`config.mk`:
```
export PLATFORM = sky130hd
export DESIGN_NAME = rom_read_arbiter_flat
export DESIGN_NICKNAME = d
export VERILOG_FILES = /design/src/rtl/rom_read_arbiter_pkg.sv /design/src/rtl/rom_read_arbiter_if.sv /design/src/rtl/rom_read_arbiter_rr_arbiter.sv /design/src/rtl/rom_read_arbiter.sv /design/src/flat_wrapper.sv
export SDC_FILE = /design/constraint.sdc
export NUM_CORES = 1
export LEC_CHECK = 0
export CAP_MARGIN = 20
export CORE_ASPECT_RATIO = 0.8
export CORE_MARGIN = 3
export CORE_UTILIZATION = 19
export DETAILED_ROUTE_END_ITERATION = 10
export HOLD_SLACK_MARGIN = 0.03
export PLACE_DENSITY = 0.84
export REMOVE_ABC_BUFFERS = 1
export SYNTH_ARGS = -nofsm -noshare
export SYNTH_HDL_FRONTEND = slang
export SYNTH_SLANG_ARGS = --single-unit
```
`constraint.sdc`:
```
create_clock -name clk -period 1.2 [get_ports clk]
set_clock_uncertainty 0.1 [all_clocks]
set_input_delay 0.12 -clock clk [delete_from_list [all_inputs] [get_ports clk]]
set_output_delay 0.12 -clock clk [all_outputs]
set_load 0.02 [all_outputs]
```
`src/rtl/rom_read_arbiter_pkg.sv`:
```
// Shared constants, types and helpers for the ROM read arbiter.
// Data width is fixed for the accelerator; address width is a parameter.
package rom_read_arbiter_pkg;

   localparam int unsigned DataBits    = 32;
   localparam int unsigned DefAddrBits = 10;
   localparam int unsigned MaxReq      = 4;

   typedef logic [DataBits-1:0] data_t;

   // Round-robin candidate: the port ofs steps past base, wrapping at n.
   function automatic int unsigned rr_wrap(input int unsigned base,
                                           input int unsigned ofs,
                                           input int unsigned n);
      return (base + ofs) % n;
   endfunction

endpackage

```
`src/rtl/rom_read_arbiter_if.sv`:
```
// Requester-side and ROM-side signals of the arbiter, bundled in one interface.
// The slave modport is the arbiter; the master modport is requesters plus ROM.
interface rom_read_arbiter_if #(
   parameter int unsigned NUM_REQ   = 2,
   parameter int unsigned ADDR_BITS = 10
) ();
   import rom_read_arbiter_pkg::*;

   logic [NUM_REQ-1:0]           req_valid;
   logic [NUM_REQ*ADDR_BITS-1:0] req_addr;
   logic [NUM_REQ-1:0]           req_ready;
   logic [NUM_REQ-1:0]           rsp_valid;
   data_t                        rsp_data;
   logic [NUM_REQ-1:0]           rsp_ready;
   logic                         rom_CS;
   logic                         rom_OE;
   logic [ADDR_BITS-1:0]         rom_A;
   data_t                        rom_DO;

   modport slave (
      input  req_valid,
      input  req_addr,
      output req_ready,
      output rsp_valid,
      output rsp_data,
      input  rsp_ready,
      output rom_CS,
      output rom_OE,
      output rom_A,
      input  rom_DO
   );

   modport master (
      output req_valid,
      output req_addr,
      input  req_ready,
      input  rsp_valid,
      input  rsp_data,
      output rsp_ready,
      input  rom_CS,
      input  rom_OE,
      input  rom_A,
      output rom_DO
   );

endinterface

```
`src/rtl/rom_read_arbiter_rr_arbiter.sv`:
```
// Combinational round-robin arbiter: searches upward from i_last+1 with wrap
// and returns a one-hot grant plus its encoded index.
module rr_arbiter
   import rom_read_arbiter_pkg::*;
#(
   parameter int unsigned NUM_REQ = 2,
   parameter int unsigned IdxBits = $clog2(NUM_REQ)
) (
   input  logic [NUM_REQ-1:0] i_req,
   input  logic               i_en,
   input  logic [IdxBits-1:0] i_last,
   output logic [NUM_REQ-1:0] o_grant,
   output logic [IdxBits-1:0] o_idx
);

   always_comb begin
      int unsigned w_cand;
      logic        w_found;
      o_grant = '0;
      o_idx   = '0;
      w_found = 1'b0;
      w_cand  = 0;
      // k == NUM_REQ revisits i_last itself, so a lone requester is never starved.
      for (int unsigned k = 1; k <= NUM_REQ; k++) begin
         w_cand = rr_wrap(32'(i_last), k, NUM_REQ);
         if (i_en && !w_found && i_req[w_cand[IdxBits-1:0]]) begin
            o_grant[w_cand[IdxBits-1:0]] = 1'b1;
            o_idx                        = w_cand[IdxBits-1:0];
            w_found                      = 1'b1;
         end
      end
   end

endmodule

```
`src/rtl/rom_read_arbiter.sv`:
```
// Shares one registered-read ROM among NUM_REQ requesters; tracks the owner of
// the read latched in the ROM so consume and re-issue can share one edge.
module rom_read_arbiter
   import rom_read_arbiter_pkg::*;
#(
   parameter int unsigned ADDR_BITS = DefAddrBits,
   parameter int unsigned NUM_REQ   = 2
) (
   input  logic               clk,
   input  logic               rst_n,
   rom_read_arbiter_if.slave  bus
);

   localparam int unsigned IdxBits = $clog2(NUM_REQ);

   logic               r_pend;
   logic [IdxBits-1:0] r_owner;
   logic [IdxBits-1:0] r_rr_ptr;

   logic               w_consume;
   logic               w_free;
   logic [NUM_REQ-1:0] w_grant;
   logic [IdxBits-1:0] w_grant_idx;

   assign w_consume = r_pend & bus.rsp_ready[r_owner];
   // Gated by rst_n so no grant or chip select escapes while reset is held.
   assign w_free    = rst_n & (~r_pend | w_consume);

   rr_arbiter #(
      .NUM_REQ (NUM_REQ),
      .IdxBits (IdxBits)
   ) u_rr_arbiter (
      .i_req   (bus.req_valid),
      .i_en    (w_free),
      .i_last  (r_rr_ptr),
      .o_grant (w_grant),
      .o_idx   (w_grant_idx)
   );

   assign bus.req_ready = w_grant;
   assign bus.rom_CS    = |w_grant;
   assign bus.rom_OE    = r_pend;
   assign bus.rsp_data  = bus.rom_DO;

   always_comb begin
      bus.rom_A     = '0;
      bus.rsp_valid = '0;
      for (int i = 0; i < NUM_REQ; i++) begin
         if (w_grant[i]) begin
            bus.rom_A = bus.req_addr[i*ADDR_BITS +: ADDR_BITS];
         end
      end
      if (r_pend) begin
         bus.rsp_valid[r_owner] = 1'b1;
      end
   end

   always_ff @(posedge clk or negedge rst_n) begin
      if (!rst_n) begin
         r_pend   <= 1'b0;
         r_owner  <= '0;
         r_rr_ptr <= IdxBits'(NUM_REQ - 1);
      end else if (|w_grant) begin
         r_pend   <= 1'b1;
         r_owner  <= w_grant_idx;
         r_rr_ptr <= w_grant_idx;
      end else if (w_consume) begin
         r_pend   <= 1'b0;
      end
   end

   a_grant_onehot : assert property (@(posedge clk) disable iff (!rst_n) $onehot0(w_grant));
   a_no_grant_busy : assert property (@(posedge clk) disable iff (!rst_n)
                                      (r_pend && !w_consume) |-> (w_grant == '0));

endmodule

```
`src/flat_wrapper.sv`:
```
// flat-port wrapper written by rule: the top's interface ports become plain ports
module rom_read_arbiter_flat import rom_read_arbiter_pkg::*;
#(
   parameter int unsigned ADDR_BITS = DefAddrBits,
   parameter int unsigned NUM_REQ   = 2
)
  (clk, rst_n, bus_req_valid, bus_req_addr, bus_req_ready, bus_rsp_valid, bus_rsp_data, bus_rsp_ready, bus_rom_CS, bus_rom_OE, bus_rom_A, bus_rom_DO);
  rom_read_arbiter_if #(.NUM_REQ(NUM_REQ), .ADDR_BITS(ADDR_BITS)) bus_i ();
  input  logic clk;
  input  logic rst_n;
  input wire logic [$bits(bus_i.req_valid)-1:0] bus_req_valid;
  input wire logic [$bits(bus_i.req_addr)-1:0] bus_req_addr;
  output wire logic [$bits(bus_i.req_ready)-1:0] bus_req_ready;
  output wire logic [$bits(bus_i.rsp_valid)-1:0] bus_rsp_valid;
  output wire logic [$bits(bus_i.rsp_data)-1:0] bus_rsp_data;
  input wire logic [$bits(bus_i.rsp_ready)-1:0] bus_rsp_ready;
  output wire logic [$bits(bus_i.rom_CS)-1:0] bus_rom_CS;
  output wire logic [$bits(bus_i.rom_OE)-1:0] bus_rom_OE;
  output wire logic [$bits(bus_i.rom_A)-1:0] bus_rom_A;
  input wire logic [$bits(bus_i.rom_DO)-1:0] bus_rom_DO;
  assign bus_i.req_valid = bus_req_valid;
  assign bus_i.req_addr = bus_req_addr;
  assign bus_req_ready = bus_i.req_ready;
  assign bus_rsp_valid = bus_i.rsp_valid;
  assign bus_rsp_data = bus_i.rsp_data;
  assign bus_i.rsp_ready = bus_rsp_ready;
  assign bus_rom_CS = bus_i.rom_CS;
  assign bus_rom_OE = bus_i.rom_OE;
  assign bus_rom_A = bus_i.rom_A;
  assign bus_i.rom_DO = bus_rom_DO;
  rom_read_arbiter #(.ADDR_BITS(ADDR_BITS), .NUM_REQ(NUM_REQ)) u_core (.clk(clk), .rst_n(rst_n), .bus(bus_i));
endmodule
```
==> run_results.csv <==
group,metric,value,unit
outcome,outcome,"finished, violations left",
outcome,violations,"negative setup slack",
sta,hold_viol_final,0,
floorplanning,die_x,69.9,um
clock_network,cts_sinks,3,
setup_path,crit_type,"reg2out",
synth,yosys.area.top_type,"buf_4",
synth,ys.flop_type,"dfrtp_1",
finish,fin_nets,168,
clock_network,insertion_delay,0.21,ns
synth,yosysTopAreaCellShare,0.387,
sta,relSlewSlack,0.861,
synth,yosysMostFrequentCell,"buf_4",
route,first_iter_violations,49,
synth,synth-simple-area-share,0.159,
synth,synth-compound-area-share,0.262,
sta,worst_hold_slack,0.140,ns
clock_network,numCtsBuffers,3,
global_routing,grt_antenna_before_repair,0,
synth,synth_xor_area_frac,0,
synth,syn_inst,83,
setup_path,slowest_delay,0.40,ns
synth,synth_edf_count,0,
global_routing,grt_overflow,0,
power,power_frac_seq,0.136,
route,wl_per_cell,21.1,um
hold_path,hold_path.class,"in2out",
synth,syn_area_per_cell,7.48,um2
placed_design,dp_hpwl,2390,um
placed_design,port_buffers,41,
floorplanning,die_h,57.1,um
clock_network,cts_tree,"yes",
floorplanning,core-area,2940,um2
synth,ys_ff_latch,3,
synth,synthArstFlopShare,1.00,
finish,syn_to_final_growth,62.1,%
finish,drive_gt1_frac,0.431,
setup_path,worstRegToRegCells,6,
synth,synth.distinct_cells,20,
setup_path,cp-end-kind,"output port",
global_routing,grt_max_degree,16,
power,power.density,1240,nW/um2
placed_design,gp_congestion,0.766,
route,routed_via_density,4.76,
finish,fin_cells,147,
global_routing,top_usage_layer,"met2",
power,p_int,0.800,mW
placed_design,post_dp_cell_area,925,um2
setup_path,critPathLaunchType,"flop",
placed_design,place_inst,139,
synth,yosysWarnings,0,
route,num_vias,699,
power,clock_power_share,0.234,
global_routing,grt_first_pass_wirelength,4390,um
clock_network,cts-root-buf,"clkbuf_8",
setup_path,cp_num_cells,5,
setup_path,cp_top_family,"flip-flops",
sta,layout_min_cycle_time,1.66,ns
setup_path,worst-path-buf-inv,2,
floorplanning,placementRows,17,
synth,ys_top_cells_by_area,"buf_4 39%, a32oi_1 14%, nor2_1 8.5%",
setup_path,worstPathMaxFanout,14,
power,p_sw_frac,0.358,
floorplanning,die_area,3990,um2
hold_path,hold_depth,0,
global_routing,grt_use_met2,0.187,
sta,finalMaxSlewViolations,0,
power,combPwrFrac,0.631,
route,drt-total-wl,3110,um
global_routing,grt_pass1_vias,727,
floorplanning,start_util,0.211,
synth,ys_seq_area_frac,0.123,
clock_network,clk_pin_slew,0.03,ns
global_routing,grt_usage,0.146,
route,route.antenna.remaining_nets,0,
route,drcViolationCount,0,
floorplanning,ios,106,
power,power_leakage,0.444,nW
run,maxCapViolCount,0,
synth,synth_mux_area_frac,0.0242,
synth,synth_area,621,um2
placed_design,dp_slack,-0.834,ns
sta,fin_ws,-0.464,ns
power,netSwitchingPower,0.446,mW
sta,setup_viol,17,
clock_network,clockBufferDepth,2,
global_routing,gr-usage-met1,0.169,
clock_network,h-tree-depth,1,
synth,synth_top_family_by_area,"buffers and inverters",
finish,stdcell_area,1010,um2
sta,tightest_slew,0.207,ns
synth,synthAdderAreaFrac,0,
global_routing,met3_usage,0.158,
setup_path,crit_arrival,1.44,ns
sta,max_freq,0.601,GHz
setup_path,cp.required,0.98,ns
synth,synth_commonest_cells,"32 x buf_4, 14 x nor2_1, 10 x a32oi_1",
sta,rsz0062_at_grt,"true",
setup_path,path_cells,"mux2_4, o21ai_4, buf_12, nor2_1, buf_4",
power,peakVddDrop,0.324,mV
finish,n_antenna_cell,0,
setup_path,slowest_stage,"dfrtp_1",
finish,final_core_utilization,0.343,
sta,min_period_over_period,1.39,
setup_path,reg2reg_slack,-0.32,ns
route,dr.pass1.iters,4,
[path summary, 6_finish.rpt]
check / start / to
setup / recovery: u_core.r_owner / bus_rom_A[0]
hold / removal: bus_rom_DO[28] / bus_rsp_data[28]
setup reg to reg: u_core.r_owner / u_core.r_owner
hold reg to reg: u_core.r_rr_ptr / u_core.r_rr_ptr
max in group asynchronous: rst_n / u_core.r_rr_ptr
min in group asynchronous: rst_n / u_core.bus.rom_OE
[worst reg2reg max path, cell delays in order (launching register included)]
cell and delay (ns):
dfrtp_1 0.40, mux2_4 0.33, o21ai_4 0.15, buf_12 0.15, buf_4 0.11, buf_4 0.10, a2bb2oi_2 0.12
[power by group through the flow]
stage	combinational, mW	clock, mW	sequential [mW]
final	0.786	0.291	0.169
after global routing	0.841	0.306	0.173
after CTS	0.666	0.297	0.163
after detailed placement	0.686	0	0.163
after global placement	0.665	0	0.162
after floorplan	0.281	0	0.174
[sequential cells by signal, summed over array words and instances (netlist names)]
| signal | cells |
|---|---|
| u_core.r_owner | 1 |
| u_core.bus.rom_OE | 1 |
| u_core.r_rr_ptr | 1 |
[per-layer routing]
layer | wire, um | share of wire
met1 | 1200 | 0.39
met2 | 1300 | 0.42
met3 | 591 | 0.19
met4 | 14 | 0.0045
met5 | 0 | 0
[stage by stage]
stage	TNS [ns]	power (mW)
floorplan	-5.47	0.455
global placement	-11.46	0.826
detailed placement	-12.07	0.849
CTS	-6.76	1.13
global route	-7.40	1.32
finish	-6.78	1.25
[cell usage in the layout (no fill, tap or decap), drive strengths merged]
| cell type | n |
|---|---|
| a2bb2oi | 2 |
| o21ai | 4 |
| a32oi | 10 |
| o21ba | 1 |
| nor2b | 3 |
| clkbuf | 4 |
| buf | 33 |
| a21boi | 1 |
| o22a | 1 |
| clkdlybuf4s50 | 24 |
| mux2 | 1 |
| dlymetal6s2s | 1 |
| dfstp | 1 |
| dfrtp | 2 |
| nor2 | 14 |
| nand2 | 4 |
| and2 | 1 |
| nand2b | 1 |
| inv | 1 |
[cells by family (layout without fill, tap and decap cells)]
kind of cell	after synthesis	in the layout
AOI/OAI and AO/OA	19	19
buffers and inverters	37	63
DFF	3	3
muxes	1	1
and+or+nand+nor	23	23
[layout make-up]
class	instances	area (um2)
multi-input combinational	43	315
clock buffer	4	45.0
tap	38	47.5
sequential	3	76.3
fill	306	1930
timing repair buffer	58	518
inverter	1	3.75
[repair_timing]
action                                  4_1_cts  5_1_grt
gates resized for setup                      71       23
buffers inserted                              1        1
endpoints found under the hold margin         0        0
hold buffers                                  0        0
pin swaps                                     0        2
endpoints found under the setup margin       19       19
cloned                                        0        2
No activity file was read; power rests on OpenSTA's default activity.
